<file path="config.mk">
export PLATFORM = sky130hd
export DESIGN_NAME = osc_note_ctrl
export DESIGN_NICKNAME = d
export VERILOG_FILES = /design/src/rtl/osc_note_ctrl.sv
export SDC_FILE = /design/constraint.sdc
export NUM_CORES = 1
export LEC_CHECK = 0
export BUFFER_PORTS_ARGS = -buffer_cell sky130_fd_sc_hd__buf_2
export CORE_MARGIN = 5
export CORE_UTILIZATION = 50
export CTS_CLUSTER_DIAMETER = 50
export DETAILED_ROUTE_END_ITERATION = 7
export GPL_ROUTABILITY_DRIVEN = 0
export PLACE_DENSITY_LB_ADDON = 0.12
export SLEW_MARGIN = 20
export SYNTH_ARGS = -nofsm -noshare
export SYNTH_HDL_FRONTEND = slang
export SYNTH_SLANG_ARGS = --single-unit
</file>
<file path="constraint.sdc">
create_clock -name clk -period 10.7 [get_ports clk]
set_input_delay 1.07 -clock clk [delete_from_list [all_inputs] [get_ports clk]]
set_output_delay 1.07 -clock clk [all_outputs]
set_load 0.02 [all_outputs]
</file>
<file path="src/rtl/osc_note_ctrl.sv">
// Monophonic note controller for freq_gen: key/octave selection and
// wrap-aligned divider updates so no oscillator period is ever truncated.
module osc_note_ctrl (
  input  logic        clk,
  input  logic        rst,
  input  logic [12:0] keys,
  input  logic        oct_up,
  input  logic        oct_dn,
  input  logic [15:0] osc_count,
  output logic        osc_en,
  output logic [15:0] osc_divider,
  output logic [3:0]  note,
  output logic [1:0]  octave
);

  typedef enum logic [1:0] {
    IDLE,
    PLAY,
    PEND
  } state_t;

  localparam logic [3:0] NONE = 4'd15;

  state_t      state;
  state_t      state_nx;
  logic [12:0] key_q;
  logic        up_q;
  logic        dn_q;
  logic [15:0] pend_div;
  logic [15:0] pend_nx;
  logic [15:0] div_nx;
  logic [3:0]  note_nx;
  logic [1:0]  oct_nx;
  logic [12:0] press;
  logic [12:0] rel;
  logic        up_e;
  logic        dn_e;
  logic        sel_rel;
  logic [3:0]  hi_press;
  logic [3:0]  lo_held;
  logic [15:0] target;
  logic        wrap;
  logic        none;

  function automatic logic [15:0] base_div(input logic [3:0] k);
    case (k)
      4'd0:    return 16'd38223;
      4'd1:    return 16'd36078;
      4'd2:    return 16'd34053;
      4'd3:    return 16'd32141;
      4'd4:    return 16'd30337;
      4'd5:    return 16'd28634;
      4'd6:    return 16'd27028;
      4'd7:    return 16'd25510;
      4'd8:    return 16'd24079;
      4'd9:    return 16'd22727;
      4'd10:   return 16'd21452;
      4'd11:   return 16'd20248;
      4'd12:   return 16'd19111;
      default: return 16'd0;
    endcase
  endfunction

  assign press = keys & ~key_q;
  assign rel   = ~keys & key_q;
  assign up_e  = oct_up & ~up_q;
  assign dn_e  = oct_dn & ~dn_q;
  assign wrap  = osc_count >= osc_divider;

  always_comb begin
    oct_nx = octave;
    if (up_e && !dn_e && octave != 2'd3)
      oct_nx = octave + 2'd1;
    else if (dn_e && !up_e && octave != 2'd0)
      oct_nx = octave - 2'd1;
  end

  always_comb begin
    hi_press = 4'd0;
    lo_held  = 4'd0;
    sel_rel  = 1'b0;
    for (int i = 0; i < 13; i++) begin
      if (press[i])
        hi_press = 4'(i);
      if (rel[i] && note == 4'(i))
        sel_rel = 1'b1;
    end
    for (int i = 12; i >= 0; i--) begin
      if (keys[i])
        lo_held = 4'(i);
    end
  end

  // A fresh press always wins; fallback only when the sounding key lifts.
  always_comb begin
    note_nx = note;
    if (|press)
      note_nx = hi_press;
    else if (sel_rel && |keys)
      note_nx = lo_held;
    else if (~|keys)
      note_nx = NONE;
  end

  assign none   = note_nx == NONE;
  assign target = base_div(note_nx) >> oct_nx;

  always_comb begin
    state_nx = state;
    div_nx   = osc_divider;
    pend_nx  = pend_div;
    unique case (state)
      IDLE: begin
        if (!none) begin
          state_nx = PLAY;
          div_nx   = target;
        end
      end
      PLAY: begin
        if (none) begin
          state_nx = IDLE;
        end else if (target != osc_divider) begin
          state_nx = PEND;
          pend_nx  = target;
        end
      end
      PEND: begin
        if (none) begin
          state_nx = IDLE;
          pend_nx  = 16'd0;
        end else if (target == osc_divider) begin
          state_nx = PLAY;
          pend_nx  = 16'd0;
        end else if (wrap) begin
          div_nx = pend_div;
          if (target != pend_div) begin
            pend_nx = target;
          end else begin
            state_nx = PLAY;
            pend_nx  = 16'd0;
          end
        end else begin
          pend_nx = target;
        end
      end
      default: begin
        state_nx = IDLE;
      end
    endcase
  end

  always_ff @(posedge clk) begin
    if (rst) begin
      state       <= IDLE;
      key_q       <= '0;
      up_q        <= 1'b0;
      dn_q        <= 1'b0;
      octave      <= 2'd0;
      note        <= NONE;
      osc_en      <= 1'b0;
      osc_divider <= 16'd0;
      pend_div    <= 16'd0;
    end else begin
      state       <= state_nx;
      key_q       <= keys;
      up_q        <= oct_up;
      dn_q        <= oct_dn;
      octave      <= oct_nx;
      note        <= note_nx;
      osc_en      <= state_nx != IDLE;
      osc_divider <= div_nx;
      pend_div    <= pend_nx;
    end
  end

endmodule

</file>
==> metrics.md <==
| Metric | Value |
|---|---|
| Status | `complete, no violations` |
| Post-Syn Area | `roughly 0.0055 mm^2` |
| Psw | `0.5087 mW` |
| Layout Nets | `787` |
| Vias after detailed routing | `6,004` |
| Final HPWL DP | `approximately 13,000 um` |
| Reg clk slew, reported paths | `0.11 ns` |
| Total power draw | `1.040 mW` |
| M2 GR Usage | `45.10%` |
| Post-synthesis cell count | `711` |
| Worst flop-to-flop path endpoint | `osc_divider[8]` |
| Met3 usage | `5.474%` |
| Synth area leader | `dfxtp_1` |
| Power Internal | `0.5317 mW` |
| Clock share of power | `14.1%` |
| Number of fillers in the final layout | `between 1,000 and 1,500` |
| Crit path time final | `7.273 ns` |
| Core area | `0.01084 mm^2` |
| GRT overflow | `0` |
| Pin count of the biggest net entering global routing | `87` |
| Actual slew at the worst max-slew pin | `1.180 ns` |
| H-tree levels | `2` |
| Post-Syn Area per Cell | `7.766 um^2` |
| Register area share after synthesis | `20.30%` |
| Post-Route WL | `18,450 um` |
| Peak VDD IR | `between 0.1 and 0.15 mV` |
| Clk_lat worst skew | `0.35 ns` |
| Endpoints failing setup | `0` |
| CTS tree | `done` |
| DR pass1 iterations | `7` |
| Antenna diodes | `0` |
| Post-synthesis async set-or-reset flop share | `0%` |
| I/O Buffers | `55` |
| Die Ht | `around 120 um` |
| Layout Skew | `0.01176 ns` |
| Finished Core Util | `54.32%` |
| Final WS setup | `3.427 ns` |
| Hold Vio Cnt, Final | `0` |
| Max-Cap Viols | `0` |
| RSZ-0062 raised after global routing | `no` |
| Setup TNS | `0 ns` |
| CP arrival | `7.52 ns` |
| Switching share of total power | `about half` |
| CP required | `approximately 11 ns` |
| Relative slew slack | `21.06%` |
| Number of buffers created by CTS | `5` |
| Die area | `0.01324 mm^2` |
| Sequential share of power | `27.8%` |
| Site row count | `38` |
| R2R Path Start | `note[0]` |
| Routed len/inst | `21.25 um` |
| Hold path start | `state[1]` |
| Post-synth EDFFs | `0` |
| Register bit total from synthesis | `56` |
| Cts hold-fix bufs | `0` |
| Crit. End Element | `flop` |
| Power density over cell area | `176.7 mW/mm^2` |
| Area contributors post-synth | `dfxtp_1 (20%), ha_1 (5.7%), o21ai_0 (4.1%)` |
| Via/cell ratio | `6.917` |
| Initial Utilization | `~51%` |
| Leak Pwr | `roughly 2.3 nW` |
| Hold Path Stages | `1` |
| Yosys top cell area share | `20.30%` |
| Synth Net Count | `between 700 and 800` |
| # Post-CTS Setup Buffers | `0` |
| Fraction of layout cells with a size suffix above 1 | `14.70%` |
| Crit-path max FO | `16` |
| Reg2Reg Setup Slack | `3.77 ns` |
| Clk buf depth | `2` |
| Top Ports | `between 50 and 60` |
| Synth cell types | `80` |
| Area of the multi-input gates | `0.004045 mm^2` |
| Area Overhead vs Synth | `6.640%` |
| Global-route wire length before repair | `between 20,000 and 30,000 um` |
| Place WS | `3.354 ns` |
| Crit Path Class | `in2reg` |
| Clk root buf | `clkbuf_8` |
| Fmax | `137.5 MHz` |
| Top FF cell, synth | `dfxtp_1` |
| Post_cts resized | `0` |
| Initial antenna violation count | `0` |
| Reg area | `0.001121 mm^2` |
| CTS Sinks | `56` |
| Period utilization | `67.97%` |
| Critical path startpoint category | `input port` |
| Logic gate share of total power | `58.1%` |
| Worst hold path type | `reg2reg` |
| DRC viols | `0` |
| Final Max Slew Viols | `0` |
| Cells on worst reg2reg path | `17` |
| Die width | `between 100 and 150 um` |
| Met1 usage | `36.42%` |
| Initial drt markers | `743` |
| All-Layer GR Usage | `27.96%` |
| Vias in the first global route | `around 5,600` |
| Min-Delay Endpoint | `osc_en` |
| Top Usage Layer GRT | `met2` |
| Antenna-violating nets left | `0` |
| Yosys warns | `0` |
[layer usage]
metal / routed length, um / vias up
li1: - / 2758
met1: 7384 / 2790
met2: 8506 / 361
met3: 1590 / 95
met4: 969 / 0
met5: 0 / -
[layout make-up]
type / instances / area share (%)
Timing Repair Buffer: 59 / 5.185
Multi-Input combinational cell: 569 / 68.70
Clock buffer: 5 / 1.169
Sequential cell: 56 / 19.04
Clock inverter: 1 / 0.5100
Inverter: 38 / 2.422
Tap cell: 140 / 2.975
[critical path, stage by stage]
cell,delay (ns)
buf_2,0.13
nor4b_1,0.39
nor4b_1,0.17
o41a_1,0.51
nor4_1,0.42
o22a_1,0.45
clkinv_1,0.44
ha_1,0.38
inv_1,0.11
o2111ai_1,0.33
o221a_1,0.41
a211o_1,0.41
or3_1,0.36
a211oi_1,0.31
nand4_1,0.34
o31ai_4,0.70
nand2_4,0.29
o31ai_1,0.27
[registers in the layout (all words and copies together), names as in the netlist]
signal and flops:
osc_divider 16, pend_div 16, up_q 1, octave 2, osc_en 1, note 4
state 2, key_q 13, dn_q 1
[through the flow]
step                      hold slack [ns]  cells  cell area [um^2]
after floorplan                    0.4722    711              5522
after global placement             0.5522    862              5789
after detailed placement           0.5467    862              5789
after CTS                          0.5679    868              5888
after global routing               0.5808    868              5888
final                              0.5595    868              5888
[cell families after synthesis]
kind of cell / synth area share, %
multiplexers: 1.632
flip-flops: 20.30
buffers and inverters: 6.481
adder cells (fa/ha/maj): 5.665
XOR/XNOR: 4.759
AND/OR/NAND/NOR: 26.65
AO/OA/AOI/OAI: 34.51
[how the worst max path moves through the flow]
stage | slack [ns] | from | cells past startpoint | to
3_5_place_dp | 3.35 | keys[0] | 18 | osc_divider[8]
6_report | 3.43 | keys[0] | 18 | osc_divider[8]
2_1_floorplan | 4.86 | keys[0] | 19 | pend_div[0]
3_3_place_gp | 3.52 | keys[8] | 18 | osc_divider[6]
4_1_cts | 3.62 | keys[0] | 18 | osc_divider[8]
5_1_grt | 3.24 | keys[0] | 18 | osc_divider[7]
[power by group through the flow]
stage | clock network, mW | logic [mW] | registers (mW)
final | 0.146 | 0.605 | 0.290
after global routing | 0.158 | 0.655 | 0.294
after CTS | 0.148 | 0.590 | 0.288
after detailed placement | 0 | 0.586 | 0.293
after global placement | 0 | 0.580 | 0.292
after floorplan | 0 | 0.426 | 0.298
[cell usage in the layout (no fill, tap or decap), types with 9 or more instances in the layout]
cell type	n
buf_2	55
or3_1	10
nor2b_1	25
xnor2_1	22
o31ai_2	10
or4_1	13
dfxtp_1	56
a31oi_1	13
a21oi_1	38
o21ai_0	45
a211oi_1	10
inv_1	35
nand4_1	13
ha_1	25
nand3_1	19
o22ai_1	10
nor3_1	16
nand2_1	34
nor3b_1	11
o211ai_1	9
mux2i_1	9
a211o_1	16
a21o_1	13
nor2_1	48
nand2b_1	16
[synth_stat cells (5+ instances only)]
library cell / number
nor4b_1: 7
o21ai_0: 45
nor3b_1: 11
o22ai_1: 10
buf_2: 10
or3_1: 10
a221o_1: 5
nor4bb_1: 5
o221ai_1: 6
a211oi_1: 10
o22a_1: 5
xnor2_1: 22
clkbuf_1: 31
nand4_1: 13
nor4_1: 8
dfxtp_1: 56
xor2_1: 8
nor2b_1: 26
nand2_1: 34
nor3_1: 16
o2111ai_1: 6
o211ai_1: 9
a31oi_1: 13
a21o_1: 13
or4_1: 13
a21oi_1: 38
ha_1: 25
inv_1: 35
o31ai_1: 7
or2_2: 7
o31ai_2: 10
nand2b_1: 16
nand3_1: 19
a211o_1: 16
mux2i_1: 9
nor2_1: 48
(Power assumes the default switching activity.)
